<file path="src/rtl/watch_ctrl_pkg.sv">
// Shared encodings and helpers for the stopwatch/watch control FSM.
package watch_ctrl_pkg;

    typedef enum logic [1:0] {
        SW_STOP  = 2'd0,
        SW_RUN   = 2'd1,
        SW_CLEAR = 2'd2
    } sw_state_t;

    // Watch state codes double as the field code driven on w_field.
    typedef enum logic [1:0] {
        W_RUN    = 2'd0,
        SET_SEC  = 2'd1,
        SET_MIN  = 2'd2,
        SET_HOUR = 2'd3
    } w_state_t;

    localparam logic [1:0] FLD_NONE = 2'd0;
    localparam logic [1:0] FLD_SEC  = 2'd1;
    localparam logic [1:0] FLD_MIN  = 2'd2;
    localparam logic [1:0] FLD_HOUR = 2'd3;

    localparam logic [3:0] MASK_SEC = 4'b0011;
    localparam logic [3:0] MASK_HM  = 4'b1100;

    function automatic w_state_t next_field_state(input w_state_t s);
        case (s)
            W_RUN:    return SET_SEC;
            SET_SEC:  return SET_MIN;
            SET_MIN:  return SET_HOUR;
            SET_HOUR: return W_RUN;
        endcase
    endfunction

    function automatic logic [1:0] field_code(input w_state_t s);
        case (s)
            W_RUN:    return FLD_NONE;
            SET_SEC:  return FLD_SEC;
            SET_MIN:  return FLD_MIN;
            SET_HOUR: return FLD_HOUR;
        endcase
    endfunction

    // The display mux shows HH:MM while hours are set, so hours blink the left pair.
    function automatic logic [3:0] field_mask(input w_state_t s);
        case (s)
            SET_SEC:           return MASK_SEC;
            SET_MIN, SET_HOUR: return MASK_HM;
            default:           return 4'b0000;
        endcase
    endfunction

endpackage

</file>
<file path="src/rtl/blink_gen.sv">
// Blink phase generator: counts 0..BLINK_HALF-1 and flips phase on each wrap.
module blink_gen #(
    parameter int BLINK_HALF = 50_000_000
) (
    input  logic clk,
    input  logic rst,
    input  logic restart,
    output logic phase,
    output logic toggle
);

    localparam int CW = (BLINK_HALF > 1) ? $clog2(BLINK_HALF) : 1;
    localparam logic [CW-1:0] LAST = CW'(BLINK_HALF - 1);

    logic [CW-1:0] cnt;

    // toggle marks the edge where phase flips; a restart overrides it.
    assign toggle = (cnt == LAST) && !restart;

    // NOTE: asynchronous active-low reset lives in the sensitivity list so it acts without a clock.
    always_ff @(posedge clk or negedge rst) begin
        if (!rst) begin
            cnt   <= '0;
            phase <= 1'b0;
        end else if (restart) begin
            cnt   <= '0;
            phase <= 1'b0;
        end else if (cnt == LAST) begin
            cnt   <= '0;
            phase <= ~phase;
        end else begin
            cnt   <= cnt + 1'b1;
        end
    end

endmodule

</file>
<file path="src/rtl/watch_ctrl_fsm.sv">
// Stopwatch run/stop/clear and watch time-set control with FND blink masks.
// Optional SET-state inactivity timeout enabled by defining SET_TIMEOUT_EN.
module watch_ctrl_fsm
    import watch_ctrl_pkg::*;
#(
    parameter int BLINK_HALF         = 50_000_000,
    parameter int SET_TIMEOUT_BLINKS = 20
) (
    input  logic       clk,
    input  logic       rst,
    input  logic       sw,
    input  logic       btn_RS,
    input  logic       btn_CLR,
    input  logic       btn_SET,
    input  logic       btn_UP,
    output logic       sw_run,
    output logic       sw_clear,
    output logic       w_hold,
    output logic [1:0] w_field,
    output logic       w_inc,
    output logic [3:0] blink_mask
);

    if (SET_TIMEOUT_BLINKS < 1) begin : g_param_check
        $error("watch_ctrl_fsm: SET_TIMEOUT_BLINKS must be at least 1");
    end

    logic      sw_meta, sw_s;
    sw_state_t sw_state;
    w_state_t  w_state;
    logic      phase, toggle, restart, next_phase, timeout;

    always_ff @(posedge clk or negedge rst) begin
        if (!rst) begin
            sw_meta <= 1'b0;
            sw_s    <= 1'b0;
        end else begin
            sw_meta <= sw;
            sw_s    <= sw_meta;
        end
    end

    // Restarting on a SET that leaves to W_RUN is harmless: the mask is zero there.
    assign restart    = btn_UP || (sw_s && btn_SET);
    assign next_phase = restart ? 1'b0 : (phase ^ toggle);

    blink_gen #(.BLINK_HALF(BLINK_HALF)) u_blink (
        .clk     (clk),
        .rst     (rst),
        .restart (restart),
        .phase   (phase),
        .toggle  (toggle)
    );

    always_ff @(posedge clk or negedge rst) begin
        if (!rst) begin
            sw_state <= SW_STOP;
            sw_run   <= 1'b0;
            sw_clear <= 1'b0;
        end else begin
            // NOTE: a default non-blocking assignment first, later ones in the same block win.
            sw_clear <= 1'b0;
            case (sw_state)
                SW_STOP: begin
                    if (!sw_s && btn_CLR) begin
                        sw_state <= SW_CLEAR;
                        sw_clear <= 1'b1;
                    end else if (!sw_s && btn_RS) begin
                        sw_state <= SW_RUN;
                        sw_run   <= 1'b1;
                    end
                end
                SW_RUN: begin
                    if (!sw_s && btn_RS) begin
                        sw_state <= SW_STOP;
                        sw_run   <= 1'b0;
                    end
                end
                default: sw_state <= SW_STOP;
            endcase
        end
    end

    always_ff @(posedge clk or negedge rst) begin
        if (!rst) begin
            w_state    <= W_RUN;
            w_hold     <= 1'b0;
            w_field    <= FLD_NONE;
            w_inc      <= 1'b0;
            blink_mask <= 4'b0000;
        end else begin
            w_inc <= 1'b0;
            if (!sw_s || timeout) begin
                w_state    <= W_RUN;
                w_hold     <= 1'b0;
                w_field    <= FLD_NONE;
                blink_mask <= 4'b0000;
            end else if (btn_SET) begin
                w_state    <= next_field_state(w_state);
                w_hold     <= (next_field_state(w_state) != W_RUN);
                w_field    <= field_code(next_field_state(w_state));
                blink_mask <= 4'b0000;
            end else if (btn_UP && w_state != W_RUN) begin
                w_inc      <= 1'b1;
                blink_mask <= 4'b0000;
            end else begin
                // sw_meta is next cycle's sw_s, so the mask drops with the switch.
                blink_mask <= (w_state != W_RUN && sw_meta && next_phase)
                              ? field_mask(w_state) : 4'b0000;
            end
        end
    end

`ifdef SET_TIMEOUT_EN
    localparam int TW = $clog2(SET_TIMEOUT_BLINKS + 1);
    logic [TW-1:0] tcnt;

    // SET and UP cannot coincide with a toggle: both restart the blink counter.
    assign timeout = (w_state != W_RUN) && sw_s && toggle
                     && (tcnt == TW'(SET_TIMEOUT_BLINKS - 1));

    always_ff @(posedge clk or negedge rst) begin
        if (!rst) begin
            tcnt <= '0;
        end else if (w_state == W_RUN || !sw_s || btn_SET || btn_UP || timeout) begin
            tcnt <= '0;
        end else if (toggle) begin
            tcnt <= tcnt + 1'b1;
        end
    end
`else
    assign timeout = 1'b0;
`endif

endmodule

</file>
<file path="config.mk">
export PLATFORM = sky130hd
export DESIGN_NAME = watch_ctrl_fsm
export DESIGN_NICKNAME = d
export VERILOG_FILES = /design/src/rtl/watch_ctrl_pkg.sv /design/src/rtl/blink_gen.sv /design/src/rtl/watch_ctrl_fsm.sv
export SDC_FILE = /design/constraint.sdc
export NUM_CORES = 1
export LEC_CHECK = 0
export ABC_AREA = 1
export BUFFER_PORTS_ARGS = -buffer_cell sky130_fd_sc_hd__buf_2
export CELL_PAD_IN_SITES_DETAIL_PLACEMENT = 1
export CELL_PAD_IN_SITES_GLOBAL_PLACEMENT = 1
export CORE_MARGIN = 3
export CORE_UTILIZATION = 41
export CTS_BUF_LIST = sky130_fd_sc_hd__clkbuf_2
export CTS_CLUSTER_DIAMETER = 40
export DETAILED_ROUTE_END_ITERATION = 8
export PLACE_DENSITY_LB_ADDON = 0.15
export SLEW_MARGIN = 15
export SYNTH_ARGS = -nofsm -noshare
export SYNTH_HDL_FRONTEND = slang
export SYNTH_SLANG_ARGS = --single-unit
</file>
<file path="constraint.sdc">
create_clock -name clk -period 1.3 [get_ports clk]
set_input_delay 0.26 -clock clk [delete_from_list [all_inputs] [get_ports clk]]
set_output_delay 0.26 -clock clk [all_outputs]
set_load 0.05 [all_outputs]
</file>
==> results of run 1 <==
==> Yosys cell counts, types with 2 or more instances <==
library cell  number
ha_1               6
buf_4              3
nor2_4             4
o21ai_0            7
nand4_1            2
a21oi_1            8
nand3_1           15
nand3b_1           2
nor2_1            58
inv_1             33
dfrtp_1           40
nand2_2            3
nand2_1           60
nor3_1            14
nor4_1             2
nor2_2             3
==> power groups by stage <==
| stage | logic [mW] | registers, mW | clock network [mW] |
|---|---|---|---|
| floorplan | 0.109 | 1.38 | 0 |
| global placement | 0.266 | 1.33 | 0 |
| detailed placement | 0.276 | 1.33 | 0 |
| CTS | 0.359 | 1.31 | 0.779 |
| global route | 0.453 | 1.33 | 0.851 |
| finish | 0.428 | 1.33 | 0.797 |
==> worst max path at each step <==
stage,start,slack (ns),cells past startpoint,to
global placement,u_blink.cnt[0],-0.22,10,u_blink.cnt[14]
CTS,u_blink.cnt[1],-0.20,9,u_blink.cnt[5]
floorplan,u_blink.cnt[0],-0.12,11,u_blink.cnt[21]
detailed placement,u_blink.cnt[0],-0.27,10,u_blink.cnt[16]
global route,u_blink.cnt[6],-0.48,10,u_blink.cnt[25]
finish,u_blink.cnt[6],-0.39,10,u_blink.cnt[4]
==> logic make-up (layout without fill, tap and decap cells) <==
kind of cell	after synthesis	after routing	share of synthesized area
buffers and inverters	39	122	0.07934
AND/OR/NAND/NOR	167	167	0.3558
XOR/XNOR	2	2	0.008290
flip-flops	40	40	0.4737
adder cells (fa/ha/maj)	6	6	0.03552
AO/OA/AOI/OAI	19	19	0.04737
==> layout by cell type (no fill, tap or decap), types with 3 or more instances in the layout <==
master and instances:
buf_4 49, nor2_1 39, dfrtp_1 38, nand2_1 36, inv_1 26, nand2_2 21
buf_6 19, nor2_4 14, nor2_2 12, nor3_2 8, nand3_1 8, inv_2 7
nand2_4 6, a21oi_1 6, nor3_1 6, clkbuf_2 6, buf_2 6, nand3_2 5
ha_1 5, nand3_4 3, o21ai_0 3
==> final cells by class <==
class | instances | area (sq um)
tap | 67 | 83.83
sequential | 40 | 1003
fill | 541 | 1560
inverter | 35 | 147.6
multi-input combinational | 194 | 1305
clock buffer | 6 | 30.03
timing repair inverter | 1 | 11.26
timing repair buffer | 78 | 671.9
clock inverter | 2 | 35.03
==> layer usage <==
metal | wire length (um) | vias to the layer above
li1 | - | 1021
met1 | 3617 | 1163
met2 | 4836 | 140
met3 | 587 | 46
met4 | 473 | 0
met5 | 0 | -
==> timing repair <==
action                                  4_1_cts  5_1_grt
endpoints found under the hold margin        15        0
gates cloned                                  1        0
gates resized for setup                      70       64
pin swaps                                    14       24
endpoints found under the setup margin       38       41
setup buffers                                11        6
hold buffers                                  2        0
==> tightest hold or removal path: stages <==
cell and delay [ns]:
buf_2 0.11, nand2_1 0.12, nor2_1 0.07
==> registers in the layout, indices dropped and copies added, names as in the netlist <==
register / count
u_blink.cnt: 26
blink_mask: 2
sw_state: 2
w_field: 2
sw_clear: 1
sw_meta: 1
sw_run: 1
sw_s: 1
u_blink.phase: 1
w_hold: 1
w_inc: 1
w_state: 1
==> stage by stage <==
step / utilization / total power [mW] / cells
2_1_floorplan: - / 1.493 / 273
3_3_place_gp: 0.5334 / 1.597 / 395
3_5_place_dp: 0.5334 / 1.610 / 395
4_1_cts: 0.6132 / 2.450 / 417
5_1_grt: 0.6782 / 2.635 / 423
6_report: 0.6782 / 2.553 / 423
==> summary.txt, run 1 <==
Synth
  • Post-synthesis register bit count: 40
  • Synth top area share: 0.4737
  • Synth Instances: ~270
  • Post-synth top area cell: dfrtp_1
  • Distinct cells, synth: 29
  • Post-synth EDFFs: 0
  • Prevailing post-synth register cell: dfrtp_1
  • Net Count, Synth: 286
  • Yosys warns: 0
  • Sequential-to-total area share from yosys stat: 0.4737
  • Async set-reset flop share out of synthesis: 1.000
  • Top cells by area, synth: dfrtp_1 47%, nand2_1 11%, nor2_1 10%, inv_1 5.9%, ha_1 3.6%
  • Avg Inst Size Synth: between 7 and 8 sq um
  • Synthesized cell area: between 2000 and 2500 sq um

Critical path
  • CP delay by family, top: simple AND/OR/NAND/NOR gates
  • Crit path cell chain: buf_4, inv_1, nor2_1, nand3_2, nor2_4, nand2_4, nand2_8, clkinv_8, nand2_2, a21oi_1
  • Worst reg-to-reg setup slack: -0.39 ns
  • Worst path bufs/invs: 3
  • Critical path class: flip-flop to flip-flop
  • Maximum fanout along the worst path: 7
  • Max incr delay on CP: roughly 0.44 ns
  • Required time of the critical path: between 1.5 and 2 ns
  • Critical path arrival: 2.04 ns
  • Setup crit end kind: flip-flop
  • R2R depth: 10
  • Worst r2r dst: u_blink.cnt[4]
  • R2r startpoint: u_blink.cnt[6]
  • Crit path launch type: flip-flop
  • Slowest-stage cell, CP: dfrtp_1

GRT
  • Global routing's busiest layer: met2
  • Grt total ovfl: 0
  • Largest net degree at the start of global routing: 27
  • GR Util met3: 0.04988
  • Initial antenna violation count: 0
  • First-pass GRT wire length: 12.09 mm
  • Vias in the first global route: 2462
  • Total track usage: 0.2612
  • Met1 Resource Use GR: 0.3104
  • Met2 GRT Util: 0.4615

Timing
  • Fin Hold WS: 0.1195 ns
  • Final hold vios: 0
  • Tcrit/Tclk final: 1.297
  • Worst slew pin tran: between 0.4 and 0.5 ns
  • Final setup viols: 37
  • Fin worst setup slack: -0.3861 ns
  • RSZ-0062 raised after global routing: yes
  • Skew final: ~0.014 ns
  • Minimum clock period: about 1.7 ns
  • Achievable Freq: a little under 600 MHz
  • Max-slew headroom: 0.7152
  • Max-slew violations: 0
  • Sum Neg Setup Slack: -9.042 ns

Floorplanning
  • Row count: 25
  • Die area: between 6000 and 7000 sq um
  • Io pins: 17
  • Starting Density: 0.4359
  • Die height: a little under 80 um
  • Core box area: 4848 sq um
  • DIE WIDTH: 77.80 um

Job
  • Max-Cap Viols: 0

Detailed routing
  • DR vias/cell: approximately 5.6
  • DR DRC count: 0
  • Total vias in the final route: 2370
  • WL final: 9.516 mm
  • Drt pass-1 iters: 5
  • Routed wire per std cell: roughly 22 um
  • Iter 0 DRT Violations: ~220
  • Final ANT Viol Nets: 0

Power and ir drop
  • Power Density: 776.4 nW/um^2
  • LEAKAGE: about 1.5 nW
  • Sequential power share: 0.520
  • Max rail drop VDD: between 0.0007 and 0.0008 V
  • Sw Share: 0.3038
  • Internal cell power: roughly 1.8 mW
  • Comb power frac: 0.168
  • Clock power share: 0.312
  • Switching pwr: between 700 and 800 uW

Placed design
  • Setup Slack @ Placement: -0.2719 ns
  • DP HPWL: between 4 and 5 mm
  • Routability cong.: approximately 0.82
  • PortBufs: 16
  • Placed instance area: around 2600 sq um

Worst hold path
  • HP Class: input pin to flip-flop
  • WHS Endpoint: w_inc
  • Hold path cells: 3
  • HP Start: btn_UP

Layout
  • Nets: 368
  • Layout cells sized above 1: 0.4944
  • Final instance area: around 3300 sq um
  • Ant. Diodes: 0
  • Syn-to-layout area delta: 55.59%

Clock tree
  • Skew-Pair Late Insertion Delay: about 0.44 ns
  • H-tree level count: 2
  • Clk buf depth: 2
  • CTS Buf Count: 5
  • CTS Root Cell: clkbuf_2
  • Clock transition at path regs: approximately 0.23 ns
  • # clock sinks: 40
  • CTS tree: yes

Status
  • Failing checks: setup timing
  • Status: finished with violations
No activity file was read; power rests on OpenSTA's default activity.
==> run 2, diff against run 1 <==
Settings changed: SETUP_SLACK_MARGIN set to 0.1.
==> summary.txt, run 2 (synthesis results as in run 1) <==
Power and ir drop
  • Sw Share: 0.2774 (-0.02638)
  • Switching pwr: 745.7 uW (-3.8%)
  • Comb power frac: 0.146 (-0.022)
  • Power, Total: 2.688 mW (+5.3%)
  • LEAKAGE: 1.412 nW (-7.0%)
  • Sequential power share: 0.492 (-0.028)
  • Internal cell power: 1.942 mW (+9.3%)
  • Clock power share: 0.362 (+0.050)
  • Max rail drop VDD: 0.0007471 V (+0.98%)
  • Power Density: 871.9 nW/um^2 (+12%)

Critical path
  • Slowest-stage cell, CP: dfrtp_1
  • Setup crit end kind: flip-flop
  • Crit path launch type: flip-flop
  • CP Depth: 9 (-1)
  • R2R depth: 9 (-1)
  • Worst r2r dst: u_blink.cnt[5]
  • Critical path class: flip-flop to flip-flop
  • Critical path destination: u_blink.cnt[5]
  • Worst reg-to-reg setup slack: -0.31 ns (+0.08 ns)
  • Required time of the critical path: 1.62 ns (-0.04 ns)
  • Maximum fanout along the worst path: 4 (-3)
  • Critical path arrival: 1.93 ns (-0.11 ns)
  • CP Launch Point: u_blink.cnt[1]
  • Max incr delay on CP: 0.44 ns (about the same)
  • Worst path bufs/invs: 1 (-2)
  • Most frequent CP cell: nand2_2
  • Crit path cell chain: ha_2, nand2_2, nor2_1, nand2_1, nor2_2, nand2_2, nand2_4, buf_4, nor3_1
  • CP delay by family, top: simple AND/OR/NAND/NOR gates
  • R2r startpoint: u_blink.cnt[1]

GRT
  • Initial antenna violation count: 0 (unchanged)
  • First-pass GRT wire length: 11.60 mm (-4.1%)
  • Vias in the first global route: 2385 (-3.1%)
  • Grt total ovfl: 0 (unchanged)
  • Largest net degree at the start of global routing: 41 (+52%)
  • Total track usage: 0.2474 (-0.01375)

Layout
  • Nets: 361 (-1.9%)
  • Max reg flops: 26 (unchanged)
  • Syn-to-layout area delta: 45.89%
  • Layout cells sized above 1: 0.4023 (-0.09208)
  • Commonest non-fill, non-tap cell in the layout: nand2_1
  • Ant. Diodes: 0 (unchanged)
  • Commonest cells after routing, fill and taps aside: 50 x nand2_1, 49 x nor2_1, 49 x buf_4
  • Register with the most flip-flops: u_blink.cnt
  • Final instance area: 3083 sq um (-6.2%)

Status
  • Status: finished with violations
  • Failing checks: setup timing

Timing
  • Achievable Freq: 621.8 MHz (+4.8%)
  • RSZ-0062 raised after global routing: yes
  • Final setup viols: 36 (-2.7%)
  • Minimum clock period: 1.608 ns (-0.07792 ns)
  • Max-slew violations: 0 (unchanged)
  • Max-slew headroom: 0.7961 (+0.08088)
  • Worst slew pin tran: 0.3035 ns (-0.1236 ns)
  • Tcrit/Tclk final: 1.237 (-0.05994)
  • Fin worst setup slack: -0.3082 ns (+0.07792 ns)
  • Final hold vios: 0 (unchanged)
  • Skew final: 0.02480 ns (+0.01033 ns)

Clock tree
  • Clock transition at path regs: 0.24 ns (about the same)
  • H-tree level count: 2 (unchanged)
  • CTS tree: yes
  • Clk buf depth: 2 (unchanged)
  • Skew-Pair Late Insertion Delay: 0.44 ns (about the same)
  • CTS Buf Count: 5 (unchanged)
  • CTS Root Cell: clkbuf_2
  • # clock sinks: 40 (unchanged)

Placed design
  • DP HPWL: 4.462 mm (-2.8%)
  • Placed instance area: 2579 sq um (-0.29%)
  • Routability cong.: 0.8197 (about the same)
  • PortBufs: 16 (unchanged)

Detailed routing
  • DR vias/cell: 5.246 (-6.4%)
  • DR DRC count: 0 (unchanged)
  • Total vias in the final route: 2177 (-8.1%)
  • Iter 0 DRT Violations: 110 (-50%)
  • Final ANT Viol Nets: 0 (unchanged)
  • WL final: 7.837 mm (-18%)
  • Routed wire per std cell: 18.88 um (-16%)
  • Drt pass-1 iters: 4 (-1)

Floorplanning
  • Io pins: 17 (unchanged)
  • DIE WIDTH: 77.80 um (unchanged)
  • Die height: 77.80 um (unchanged)
  • Die area: 6052 sq um (unchanged)
  • Row count: 25 (unchanged)
  • Starting Density: 0.4359 (unchanged)
  • Core box area: 4848 sq um (unchanged)

Worst hold path
  • HP Class: input pin to flip-flop

Job
  • Max-Cap Viols: 0 (unchanged)
==> run 2: cell types whose count changed in the layout (fill, tap and decap cells not counted), moves of 3 or more <==
cell,delta
nand2_1,+14
nand2_2,-11
nor2_1,+10
nor2_2,-6
buf_6,-5
nand3_1,+5
nor2_4,-4
nand2_4,-3
nand3_2,-3
==> run 2: timing repair <==
action,in CTS,in global routing
buffers inserted,8,5
setup endpoints to repair,40,44
pin swaps,14,14
hold buffers,2,0
resized for setup,51,41
endpoints found under the hold margin,41,0
==> run 2: layout make-up <==
cell class              instances  area (sq um)
inverters                      35         147.6
repair buffers                 72         595.6
flip-flops and latches         40          1002
multi-input cells             194          1169
well taps                      67         83.83
clock inverters                 2         60.06
clock buffers                   5         25.02
fillers                       578          1765
==> run 2: stage by stage <==
| step | worst slack (ns) | util | instances | setup TNS (ns) | hold WS, ns |
|---|---|---|---|---|---|
| floorplan | -0.1219 | - | 273 | -1.315 | -0.03559 |
| finish | -0.3082 | 0.6359 | 415 | -7.082 | 0.07942 |
| global route | -0.4294 | 0.6359 | 415 | -11.09 | 0.03757 |
| detailed placement | -0.2722 | 0.5319 | 394 | -5.154 | 0.2535 |
| CTS | -0.2332 | 0.6015 | 411 | -4.951 | 0.08413 |
| global placement | -0.1903 | 0.5319 | 394 | -3.633 | 0.2489 |
==> run 2: how the worst min path moves through the flow <==
stage          startpoint        endpoint  slack (ns)  cells past startpoint
2_1_floorplan         rst   blink_mask[1]       -0.04                      0
3_3_place_gp          rst  u_blink.cnt[3]        0.25                      2
3_5_place_dp          rst  u_blink.cnt[3]        0.25                      2
4_1_cts            btn_UP           w_inc        0.08                      3
5_1_grt            btn_UP           w_inc        0.04                      3
6_report           btn_UP           w_inc        0.08                      3
==> run 2: metal layers <==
layer	routed length (um)	share of wire	track usage
met5	0	0	0
met4	293	0.037	0.07473
met3	319	0.041	0.05568
met2	4228	0.54	0.4435
met1	2996	0.38	0.2920
==> run 2: worst min-delay path, cell delays in order <==
cell     delay, ns
buf_2         0.13
nand2_2       0.10
nor2_1        0.05
==> run 2: power groups by stage <==
stage	Combinational (mW)	Clock (mW)	Sequential, mW
5_1_grt	0.427	1.03	1.33
3_5_place_dp	0.273	0	1.33
6_report	0.393	0.973	1.32
3_3_place_gp	0.266	0	1.33
2_1_floorplan	0.109	0	1.38
4_1_cts	0.322	0.957	1.31
==> run 3, diff against run 2 <==
Settings changed: ABC_AREA 1 to not set, CORE_UTILIZATION 41 to 43.
==> summary.txt, run 3 <==
Status
  • Status: finished with violations
  • Failing checks: setup timing

Synth
  • Top cells by area, synth: dfrtp_1 49%, a21oi_1 4.7%, ha_1 3.7%, nor2_1 3.5%, nand4_1 3.1%
  • Synthesized cell area: 2042 sq um (-3.4%)
  • Yosys warns: 0 (unchanged)
  • Avg Inst Size Synth: 9.724 sq um (+26%)
  • Post-synth top area cell: dfrtp_1
  • Synth Instances: 210 (-23%)
  • Most frequent cells after synthesis: 40 x dfrtp_1, 19 x a21oi_1, 19 x nor2_1
  • Distinct cells, synth: 36 (+24%)
  • Post-synth EDFFs: 0 (unchanged)
  • Post-synthesis register bit count: 40 (unchanged)
  • Sequential-to-total area share from yosys stat: 0.4902 (+0.01654)
  • Async set-reset flop share out of synthesis: 1.000 (unchanged)
  • Cell with the most instances after synthesis: dfrtp_1
  • Prevailing post-synth register cell: dfrtp_1
  • Synth top area share: 0.4902 (+0.01654)
  • Net Count, Synth: 223 (-22%)

Floorplanning
  • Io pins: 17 (unchanged)
  • Starting Density: 0.4564 (+0.02050)
  • DIE WIDTH: 74.91 um (-3.7%)
  • Die area: 5612 sq um (-7.3%)
  • Die height: 74.91 um (-3.7%)
  • Core box area: 4474 sq um (-7.7%)
  • Row count: 24 (-4.0%)

Timing
  • Fin worst setup slack: -0.6443 ns (-0.3361 ns)
  • Max-slew headroom: 0.7006 (-0.09550)
  • Worst slew pin tran: 0.4442 ns (+0.1407 ns)
  • Achievable Freq: 514.3 MHz (-17%)
  • Final hold vios: 0 (unchanged)
  • Skew final: 0.03568 ns (+0.01088 ns)
  • Fin Hold WS: 0.1032 ns (+0.02374 ns)
  • Max-slew violations: 0 (unchanged)
  • RSZ-0062 raised after global routing: yes
  • Tcrit/Tclk final: 1.496 (+0.2586)
  • Final setup viols: 28 (-22%)
  • Minimum clock period: 1.944 ns (+0.3361 ns)
  • Sum Neg Setup Slack: -12.11 ns (-5.031 ns)

Clock tree
  • Clock transition at path regs: 0.23 ns (about the same)
  • CTS tree: yes
  • CTS Root Cell: clkbuf_2
  • H-tree level count: 2 (unchanged)
  • Clk buf depth: 2 (unchanged)
  • # clock sinks: 40 (unchanged)
  • CTS Buf Count: 5 (unchanged)
  • Skew-Pair Late Insertion Delay: 0.44 ns (about the same)

Placed design
  • PortBufs: 16 (unchanged)
  • Routability cong.: 0.8626 (+5.2%)
  • Inst Count DP: 310 (-21%)
  • Placed instance area: 2529 sq um (-1.9%)
  • DP HPWL: 4.272 mm (-4.3%)

Power and ir drop
  • Power Density: 864.5 nW/um^2 (-0.85%)
  • LEAKAGE: 1.374 nW (-2.7%)
  • Max rail drop VDD: 0.0008605 V (+15%)

Critical path
  • Required time of the critical path: 1.64 ns (+0.02 ns)
  • Crit path launch type: flip-flop
  • Critical path class: flip-flop to flip-flop
  • Maximum fanout along the worst path: 3 (-1)
  • Critical path arrival: 2.29 ns (+0.36 ns)
  • Setup crit end kind: flip-flop

Detailed routing
  • WL final: 8.778 mm (+12%)
  • Total vias in the final route: 2126 (-2.3%)
  • Iter 0 DRT Violations: 129 (+17%)
  • DR DRC count: 0 (unchanged)
  • Drt pass-1 iters: 5 (+1)
  • Final ANT Viol Nets: 0 (unchanged)
  • DR vias/cell: 6.180 (+18%)
  • Routed wire per std cell: 25.52 um (+35%)

GRT
  • First-pass GRT wire length: 11.65 mm (+0.48%)
  • Largest net degree at the start of global routing: 41 (unchanged)
  • Vias in the first global route: 2247 (-5.8%)
  • Grt total ovfl: 0 (unchanged)
  • Initial antenna violation count: 0 (unchanged)
  • Total track usage: 0.2826 (+0.03523)

Layout
  • Commonest non-fill, non-tap cell in the layout: buf_4
  • Commonest cells after routing, fill and taps aside: 54 x buf_4, 36 x dfrtp_1, 22 x buf_6
  • Max reg flops: 26 (unchanged)
  • Ant. Diodes: 0 (unchanged)
  • Register with the most flip-flops: u_blink.cnt
  • Layout cells sized above 1: 0.5034 (+0.1011)
  • Syn-to-layout area delta: 52.88%
  • Final std cells w/o fill: 344 (-17%)
  • Final instance area: 3122 sq um (+1.3%)
  • Nets: 305 (-16%)

Worst hold path
  • HP Class: input pin to flip-flop

Job
  • Max-Cap Viols: 0 (unchanged)
==> run 3: final timing paths <==
path | from | end | slack [ns] | depth (start not counted)
setup reg to reg | u_blink.cnt[5] | u_blink.cnt[23] | -0.64 | 5
setup / recovery | u_blink.cnt[5] | u_blink.cnt[23] | -0.64 | 5
max in group asynchronous | rst | sw_s | 0.73 | 3
min in group asynchronous | rst | u_blink.cnt[12] | 0.33 | 3
hold reg to reg | sw_meta | sw_s | 0.46 | 0
hold / removal | btn_CLR | sw_clear | 0.10 | 3
==> run 3: cells by family after synthesis <==
group | share of synthesized area
muxes | 0.009804
DFF | 0.4902
AOI/OAI and AO/OA | 0.1005
adders and majority gates | 0.03676
xor gates and xnor gates | 0.04718
buffers and inverters | 0.04596
and+or+nand+nor | 0.2696
==> run 3: where the power goes <==
group / leakage (nW) / internal [mW] / switching (mW)
registers: 0.537 / 1.29 / 0.0407
clock network: 0.0490 / 0.508 / 0.426
logic: 0.787 / 0.188 / 0.251
==> run 3: cell type report <==
class,instances,area [sq um]
clock buffer,5,25.02
clock inverter,2,60.06
timing repair buffer,86,738.2
inverter,8,30.03
sequential,40,1006
fill,481,1353
tap,52,65.06
multi-input combinational,151,1197
==> run 3: timing repair <==
action / in CTS / in global routing
endpoints found under the setup margin: 38 / 44
hold buffers: 2 / 0
pin swaps: 15 / 18
gates resized for setup: 46 / 40
setup buffers: 17 / 12
cloned: 0 / 1
hold endpoints to repair: 41 / 0
==> run 3: through the flow <==
step	worst slack, ns	utilization	power [mW]
floorplan	-0.2366	-	1.511
global placement	-0.2671	0.5652	1.608
detailed placement	-0.4350	0.5652	1.628
CTS	-0.4025	0.6490	2.611
global route	-0.6626	0.6977	2.790
finish	-0.6443	0.6977	2.699
==> run 3: critical path, cell delays in order (launching register included) <==
cell     delay (ns)
dfrtp_1        0.43
buf_6          0.12
nand4_1        0.27
nor4_4         0.34
or4b_4         0.52
a21oi_2        0.16
==> run 3: metal layers <==
layer,routed length [um],vias to the layer above,share of wire,global-route usage
met5,0,-,0,0
met4,435,0,0.050,0.08696
met3,406,40,0.046,0.06275
met2,4517,82,0.51,0.5155
met1,3418,1093,0.39,0.3280
li1,-,911,-,-
